### src/rtl/cpu_pkg.sv
// cpu_pkg -- shared definitions for the multi-cycle CPU control path.
// Holds the controller state encoding, the instruction opcodes, the PCSrc
// and alu_op select codes, and the DECODE dispatch function.
package cpu_pkg;

    typedef enum logic [3:0] {
        S_FETCH  = 4'd0,
        S_DECODE = 4'd1,
        S_EXEC_R = 4'd2,
        S_EXEC_I = 4'd3,
        S_ADDR   = 4'd4,
        S_MEM_RD = 4'd5,
        S_MEM_WR = 4'd6,
        S_WB     = 4'd7,
        S_BRANCH = 4'd8,
        S_JUMP   = 4'd9,
        S_FAULT  = 4'd10
    } state_t;

    // Opcodes (0000-0010 are funct-decoded R-type, 0111/1111 are illegal)
    localparam logic [3:0] OP_ADDI  = 4'b0011;
    localparam logic [3:0] OP_ANDI  = 4'b0100;
    localparam logic [3:0] OP_LOAD  = 4'b0101;
    localparam logic [3:0] OP_STORE = 4'b0110;
    localparam logic [3:0] OP_BGT   = 4'b1000;
    localparam logic [3:0] OP_BLT   = 4'b1001;
    localparam logic [3:0] OP_BEQ   = 4'b1010;
    localparam logic [3:0] OP_BNE   = 4'b1011;
    localparam logic [3:0] OP_JMP   = 4'b1100;
    localparam logic [3:0] OP_CALL  = 4'b1101;
    localparam logic [3:0] OP_RET   = 4'b1110;

    // PCSrc select codes
    localparam logic [1:0] PC_PLUS2  = 2'b00;
    localparam logic [1:0] PC_JUMP   = 2'b01;
    localparam logic [1:0] PC_BRANCH = 2'b10;
    localparam logic [1:0] PC_RETURN = 2'b11;

    // alu_op select codes
    localparam logic [1:0] ALU_ADD   = 2'b00;
    localparam logic [1:0] ALU_SUB   = 2'b01;
    localparam logic [1:0] ALU_FUNCT = 2'b10;
    localparam logic [1:0] ALU_AND   = 2'b11;

    // State that follows DECODE for a given opcode.
    function automatic state_t decode_dispatch(input logic [3:0] op);
        state_t nxt;
        case (op)
            4'b0000, 4'b0001, 4'b0010:          nxt = S_EXEC_R;
            OP_ADDI, OP_ANDI:                   nxt = S_EXEC_I;
            OP_LOAD, OP_STORE:                  nxt = S_ADDR;
            OP_BGT, OP_BLT, OP_BEQ, OP_BNE:     nxt = S_BRANCH;
            OP_JMP, OP_CALL, OP_RET:            nxt = S_JUMP;
            default:                            nxt = S_FAULT;
        endcase
        return nxt;
    endfunction

endpackage

### src/rtl/branch_cond.sv
// branch_cond -- combinational branch-condition evaluation.
// Ports:
//   Op                       : opcode of the held instruction
//   Zero, Negative, Overflow : registered ALU flags from the compare
//   taken                    : 1 when Op is a branch whose condition holds
module branch_cond
    import cpu_pkg::*;
(
    input  logic [3:0] Op,
    input  logic       Zero,
    input  logic       Negative,
    input  logic       Overflow,
    output logic       taken
);

    always_comb begin
        taken = 1'b0;
        case (Op)
            // signed greater-than: non-zero and sign agrees with overflow
            OP_BGT:  taken = !Zero && (Negative == Overflow);
            // signed less-than
            OP_BLT:  taken = (Negative != Overflow);
            OP_BEQ:  taken = Zero;
            OP_BNE:  taken = !Zero;
            default: taken = 1'b0;
        endcase
    end

endmodule

### src/rtl/main_control_fsm.sv
// main_control_fsm -- multi-cycle CPU main controller.
// Ports:
//   clk, reset          : clock, synchronous active-high reset
//   Op, m               : opcode and mode bit of the held instruction
//   Zero/Negative/Overflow : registered ALU flags
//   mem_ready           : memory access requested this cycle completes now
//   ir_write, pc_write, mem_read, mem_write, reg_write, alu_src_b : strobes
//   PCSrc, alu_op       : datapath selects
//   fault               : sticky error flag (only reset clears it)
//   state               : current state, for debug
// Outputs are decoded from the registered state; mem_ready and the branch
// condition gate strobes combinationally where a transfer completes.
module main_control_fsm
    import cpu_pkg::*;
#(
    parameter int TIMEOUT = 255
) (
    input  logic       clk,
    input  logic       reset,
    input  logic [3:0] Op,
    input  logic       m,
    input  logic       Zero,
    input  logic       Negative,
    input  logic       Overflow,
    input  logic       mem_ready,
    output logic       ir_write,
    output logic       pc_write,
    output logic       mem_read,
    output logic       mem_write,
    output logic       reg_write,
    output logic       alu_src_b,
    output logic [1:0] PCSrc,
    output logic [1:0] alu_op,
    output logic       fault,
    output logic [3:0] state
);

    localparam int CNT_W = (TIMEOUT < 2) ? 1 : $clog2(TIMEOUT + 1);

    state_t           r_state;
    logic [CNT_W-1:0] r_wait_cnt;
    logic             w_taken;
    logic             w_timeout;
    logic             w_unused_m;

    // The mode bit only steers datapath operand selection.
    assign w_unused_m = m;

    branch_cond u_branch_cond (
        .Op       (Op),
        .Zero     (Zero),
        .Negative (Negative),
        .Overflow (Overflow),
        .taken    (w_taken)
    );

    // This not-ready cycle is the TIMEOUT-th consecutive one.
    assign w_timeout = (r_wait_cnt == CNT_W'(TIMEOUT - 1));

    always_ff @(posedge clk) begin
        if (reset) begin
            r_state    <= S_FETCH;
            r_wait_cnt <= '0;
        end else begin
            // Counter clears on any cycle that is not a continued wait.
            r_wait_cnt <= '0;
            case (r_state)
                S_FETCH: begin
                    if (mem_ready)      r_state <= S_DECODE;
                    else if (w_timeout) r_state <= S_FAULT;
                    else                r_wait_cnt <= r_wait_cnt + CNT_W'(1);
                end
                S_DECODE: r_state <= decode_dispatch(Op);
                S_EXEC_R,
                S_EXEC_I: r_state <= S_WB;
                S_ADDR:   r_state <= (Op == OP_STORE) ? S_MEM_WR : S_MEM_RD;
                S_MEM_RD: begin
                    if (mem_ready)      r_state <= S_WB;
                    else if (w_timeout) r_state <= S_FAULT;
                    else                r_wait_cnt <= r_wait_cnt + CNT_W'(1);
                end
                S_MEM_WR: begin
                    if (mem_ready)      r_state <= S_FETCH;
                    else if (w_timeout) r_state <= S_FAULT;
                    else                r_wait_cnt <= r_wait_cnt + CNT_W'(1);
                end
                S_WB,
                S_BRANCH,
                S_JUMP:   r_state <= S_FETCH;
                S_FAULT:  r_state <= S_FAULT;
                default:  r_state <= S_FAULT;
            endcase
        end
    end

    always_comb begin
        ir_write  = 1'b0;
        pc_write  = 1'b0;
        mem_read  = 1'b0;
        mem_write = 1'b0;
        reg_write = 1'b0;
        alu_src_b = 1'b0;
        PCSrc     = PC_PLUS2;
        alu_op    = ALU_ADD;
        // Reset forces every strobe low, so a write in flight never completes.
        if (!reset) begin
            case (r_state)
                S_FETCH: begin
                    mem_read = 1'b1;
                    if (mem_ready) begin
                        ir_write = 1'b1;
                        pc_write = 1'b1;
                        PCSrc    = PC_PLUS2;
                    end
                end
                S_EXEC_R: alu_op = ALU_FUNCT;
                S_EXEC_I: begin
                    alu_src_b = 1'b1;
                    alu_op    = (Op == OP_ANDI) ? ALU_AND : ALU_ADD;
                end
                S_ADDR: begin
                    alu_src_b = 1'b1;
                    alu_op    = ALU_ADD;
                end
                S_MEM_RD: mem_read  = 1'b1;
                S_MEM_WR: mem_write = 1'b1;
                S_WB:     reg_write = 1'b1;
                S_BRANCH: begin
                    alu_op = ALU_SUB;
                    if (w_taken) begin
                        pc_write = 1'b1;
                        PCSrc    = PC_BRANCH;
                    end
                end
                S_JUMP: begin
                    pc_write  = 1'b1;
                    PCSrc     = (Op == OP_RET) ? PC_RETURN : PC_JUMP;
                    // CALL links the return address into the register file.
                    reg_write = (Op == OP_CALL);
                end
                default: ;
            endcase
        end
    end

    assign fault = (r_state == S_FAULT);
    assign state = r_state;

endmodule
### config.mk
export PLATFORM = sky130hd
export DESIGN_NAME = main_control_fsm
export DESIGN_NICKNAME = d
export VERILOG_FILES = /design/src/rtl/cpu_pkg.sv /design/src/rtl/branch_cond.sv /design/src/rtl/main_control_fsm.sv
export SDC_FILE = /design/constraint.sdc
export NUM_CORES = 1
export LEC_CHECK = 0
export BUFFER_PORTS_ARGS = -buffer_cell sky130_fd_sc_hd__buf_2
export CELL_PAD_IN_SITES_DETAIL_PLACEMENT = 1
export CELL_PAD_IN_SITES_GLOBAL_PLACEMENT = 1
export CORE_UTILIZATION = 41
export CTS_BUF_LIST = sky130_fd_sc_hd__clkbuf_4 sky130_fd_sc_hd__clkbuf_8 sky130_fd_sc_hd__clkbuf_16
export DETAILED_ROUTE_END_ITERATION = 10
export MAX_ROUTING_LAYER = met4
export PLACE_DENSITY_LB_ADDON = 0.1
export SETUP_SLACK_MARGIN = 0.05
export SLEW_MARGIN = 0
export SYNTH_ARGS = -nofsm -noshare
export SYNTH_HDL_FRONTEND = slang
export SYNTH_SLANG_ARGS = --single-unit
### constraint.sdc
create_clock -name clk -period 2.52 [get_ports clk]
set_clock_uncertainty 0.1 [all_clocks]
set_input_delay 0 -clock clk [delete_from_list [all_inputs] [get_ports clk]]
set_output_delay 0 -clock clk [all_outputs]
set_load 0.01 [all_outputs]
### After elaboration in Yosys (flattened, before gate mapping)

Memories as Yosys holds them, arrays and structs flattened.
Index checks and enable logic that the tools add are counted.

* output and inout port bits: 15
* memories kept: 1
* latch bits: 0
* memory bits (read-only): 64
* logic and storage cells: 63
* bits in writable memories: 0
* register bits: 12

Memory list
* (name not given): words 16, bits a word 4, read ports 1, clocked after Yosys merged registers in 0, wr ports 0, RTL line cpu_pkg.sv:48 `case (op)`

* multiplexer cells: 28
* equal/unequal tests: 21
* reductions and logical operators: 9
* shift-type cells: 0
* add/sub/neg operators: 1
* magnitude comparators: 0
* divide/modulo/power cells: 0
* $mul: 0
* bitwise gates (word level): 1

Operator list (number)
* 4-bit equality test (second input constant): 9
* 4-bit one-hot mux with 7 select lines: 1
* 4-bit by 3-bit equality test with 1-bit output (second input constant): 6
* 4-bit two-way mux: 4
* 1-bit two-way mux: 12
* 2-bit two-way mux: 6
* 8-bit by 1-bit adder with 8-bit output (second input constant): 1
* 4-bit by 2-bit equality test with 1-bit output (second input constant): 2
* 8-bit equality test (second input constant): 1
* 2-bit one-hot mux with 3 select lines: 1
* 2-bit OR reduction: 3
* 3-bit OR reduction: 2
* 4-bit by 1-bit equality test with 1-bit output (second input constant): 1
* 4-bit logical NOT: 1
* 1-bit one-hot mux with 4 select lines: 1
* 2-bit one-hot mux with 2 select lines: 1
* 4-bit OR reduction: 1
* 1-bit one-hot mux with 3 select lines: 1
* 1-bit one-hot mux with 2 select lines: 1
* 1-bit equality test: 1
* 1-bit logical AND: 1
* 1-bit logical NOT: 1
* 1-bit inequality test: 1
* 1-bit NOT: 1

### Longest topological paths before layout

* depth in word-level cells: 6
* gate-level depth with buffers: 6
* gate-level depth less buffers: 6

### Modules after synthesis

From an unflattened synthesis, not the netlist that was laid out.

* cells, all modules: 133
* area total of the unflattened synthesis: 996.0 um2

By module, submodules not included
* main_control_fsm: cells each 125, times used 1, area an instance 947.2 um2
* branch_cond: cells each 8, times used 1, area an instance 48.8 um2

### Worst setup path before layout

OpenSTA, ideal clock, no wires.

* path type: flip-flop to output port
* start: reg r_state[2] (netlist: state[2])
* end: out PCSrc[1]
* path buffers: 1
* required time: 2.420 ns
* stages on the path, launching flop included: 6
* path slack: 1.155 ns
* arrival: 1.265 ns
* cells stage by stage: dfxtp_1 -> buf_6 -> nor2_8 -> nand2_1 -> a2111o_1 -> a21oi_1

* cells in the longest elaborated chain, start to end: 3
* elaborated cells between the ends (all ways): 4
* those cells by class: eq/ne: 2; mux: 2

RTL lines
* from (decl): RTL line main_control_fsm.sv:40 `state_t r_state;`
* from (signal assigned): RTL line main_control_fsm.sv:73 `S_DECODE: r_state <= decode_dispatch(Op);`
* from (signal assigned): RTL line main_control_fsm.sv:76 `S_ADDR: r_state <= (Op == OP_STORE) ? S_MEM_WR : S_MEM_RD;`
* 4-bit equality test: RTL line main_control_fsm.sv:107 `case (r_state)`
* 2-bit one-hot mux with 2 select lines *: RTL line main_control_fsm.sv:107
* 2-bit two-way mux *: RTL line main_control_fsm.sv:106 `if (!reset) begin`
* to (decl): RTL line main_control_fsm.sv:32 `output logic [1:0] PCSrc,`

Mark *: on every way between the ends. The rest lies on a longest branch, timed or not.

### Worst setup path after layout

* start: reg r_state[0] (netlist: state[0])
* end: out alu_op[0]

* cells in the longest elaborated chain, start to end: 3
* elaborated cells between the ends (all ways): 5
* those cells by class: eq/ne: 3; mux: 2

RTL lines
* 4-bit equality test or 4-bit by 2-bit equality test with 1-bit output (tied branches): RTL line main_control_fsm.sv:107
* 2-bit one-hot mux with 3 select lines *: RTL line main_control_fsm.sv:107
* 2-bit two-way mux *: RTL line main_control_fsm.sv:106
* to (decl): RTL line main_control_fsm.sv:33 `output logic [1:0] alu_op,`

Marks and branches as above.

==> flow_metrics.tcl <==
set metrics [dict create \
    cts-root-buf "clkbuf_4" \
    crit_fanout 23 \
    nFillCells 337 \
    worstPathRequired_ns 2.42 \
    max_stage_delay_ns 0.80 \
    synth_top_family_by_area "simple AND/OR/NAND/NOR gates" \
    die_w_um 54.0 \
    die_area_mm2 0.00292 \
    relSlewSlack_pct 44.4 \
    drc 0 \
    post_drt_via_cell_ratio 5.47 \
    finalMaxSlewViolations 0 \
    synth_seq_cells 12 \
    synth_nets 159 \
    initial_utilization_pct 44.0 \
    hp-start "mem_ready" \
    track_usage_pct 20.6 \
    core_mm2 0.00252 \
    pwr_density_cell_mw_per_mm2 752 \
    setup-tns-final_ns 0 \
    synth_edf_count 0 \
    syn_area_mm2 0.00111 \
    dr.pass1.iters 3 \
    max-clock-path-buffers 2 \
    max_cap_viol_count 0 \
    num_rows 18 \
    rsz0062_at_grt "false" \
    postCtsSetupRepairBufs 0 \
    outcome "completed" \
    clock_sink_count 12 \
    cts_inserted_buffers 3 \
    hpwlAfterDp_mm 2.05 \
    area_growth_pct 11.0 \
    p_leak_nw 0.519 \
    min_period_ns 1.97 \
    cts_resized 0 \
    crit_chain "nor2b_1 > nand2_1 > o22a_1 > nor3_1 > buf_2" \
    worst_pin_slew_ns 0.833 \
    async_flop_share_pct 0 \
    setup.worst_path.start "state[0]$_SDFF_PP0_" \
    synthAdderAreaFrac_pct 7.89 \
    final_common_cell "buf_2" \
    grt_pass1_vias 930 \
    cts_max_level 1 \
    criticalPathCategory "flop to output port" \
    clkLatencyLatePin_ns 0.27 \
    fin_cells 190 \
    synth_compound_area_share_pct 16.3 \
    synth_cell_types 43 \
    gp_congestion 0.769 \
    port_buffers 24 \
    synthSimpleGateAreaFrac_pct 34.6 \
    die_y_um 54.0 \
    ant_nets 0 \
    grt-ovfl-total 0 \
    drt_iter0_drc 5 \
    endpoint_kind "output port" \
    syn_area_per_cell_um2 7.87 \
    setup_viol 0 \
    fin_nets 179 \
    cp.arrival_ns 1.87 \
    fin_crit_sh_pct 78.4 \
    hold_class "primary input to flop" \
    slowest_stage "dfxtp_1" \
    wl_per_cell_um 13.9 \
    num_vias 1040 \
    grt_pass1_wl_mm 4.31 \
    antenna_found_initial 0 \
    yosys_warnings 0 \
    tritoncts "built" \
    yosysSeqAreaShare_pct 21.6 \
    r2r-start "state[2]$_SDFF_PP0_" \
    synthMuxAreaShare_pct 3.72 \
    vdd_drop_max_mv 0.461 \
    dp_cells 185 \
    start_kind "flop" \
    antenna_cells 0 \
    final_layout_size_suffix_gt1_share_pct 22.5 \
    path_clk_slew_ns 0.07 \
    synth_cells 141 \
    synth_ff_type "dfxtp_1" \
    mostFrequentLayoutCells "buf_2 (24), nor2_1 (16), nand2_1 (15)" \
    grt_max_degree 24 \
    hold_viol_final 0 \
    synthXorXnorAreaFrac_pct 7.10 \
    fmax_mhz 506 \
    design.portCount 26 \
    wl_mm 2.65 \
]
==> report_power, final <==
group,internal (W),switching (W)
logic,0.000204,0.000212
clock network,0.0000878,0.0000639
registers,0.000219,0.000140
total,0.000511,0.000416
==> synth_stat cells (5+ instances only) <==
cell type,number,share of area [%]
nand3_1,7,3.2
nand2_1,15,5.1
ha_1,7,7.9
buf_4,5,3.4
nor2_1,16,5.4
xnor2_1,5,3.9
dfxtp_1,12,22
a21oi_1,9,4.1
==> stage by stage <==
stage	area [µm²]	power [W]	hold WS [ns]	setup WS [ns]	utilization [%]
after floorplan	1110	0.000712	-0.0559	1.16	-
after global placement	1190	0.000765	0.195	0.786	47.0
after detailed placement	1190	0.000781	0.206	0.722	47.0
after CTS	1230	0.000936	0.0733	0.521	48.9
after global routing	1230	0.00102	0.0922	0.400	48.9
final	1230	0.000927	0.0807	0.546	48.9
==> metal layers <==
layer	track usage [%]	routed length [µm]	up-vias
met5	-	0	-
met4	1.28	0	0
met3	5.08	91	0
met2	32.5	1210	19
met1	27.7	1340	489
li1	-	-	532
==> cells by family (layout without fill, tap and decap cells) <==
| family | after synthesis | after routing |
|---|---|---|
| flops | 12 | 12 |
| mux | 4 | 4 |
| buf+inv | 14 | 33 |
| compound gates | 26 | 26 |
| simple gates | 69 | 69 |
| fa+ha+maj | 7 | 7 |
| xor+xnor | 9 | 9 |
==> layout make-up <==
class / instances / area [µm²] / area share, %
inverter: 4 / 15.0 / 1.22
sequential: 12 / 240 / 19.5
timing repair buffer: 25 / 130 / 10.6
tap: 30 / 37.5 / 3.05
clock buffer: 4 / 36.3 / 2.94
multi-input combinational: 115 / 773 / 62.7
==> flip-flops by register name, indices dropped and copies added, names as in the netlist <==
register / flops
r_wait_cnt: 8
state: 4
==> timing repair <==
| item | in CTS | in global routing |
|---|---|---|
| hold endpoints to repair | 1 | 0 |
| hold buffers | 1 | 0 |
| endpoints found under the setup margin | 0 | 0 |
==> path summary, 6_finish.rpt <==
kind / end / cells after the start / slack [ns]
worst min register to register: r_wait_cnt[0]$_SDFF_PP0_ / 1 / 0.37
worst min-delay path: state[2]$_SDFF_PP0_ / 3 / 0.08
worst max register to register: state[1]$_SDFF_PP0_ / 4 / 0.70
worst max-delay path: alu_op[0] / 5 / 0.55
==> critical path, delay by kind of cell, from the launching register on <==
| family | cells | cell delay (ns) |
|---|---|---|
| compound gates | 1 | 0.19 |
| buf+inv | 1 | 0.16 |
| flops | 1 | 0.80 |
| simple gates | 3 | 0.45 |
No activity file was read; power rests on OpenSTA's default activity.
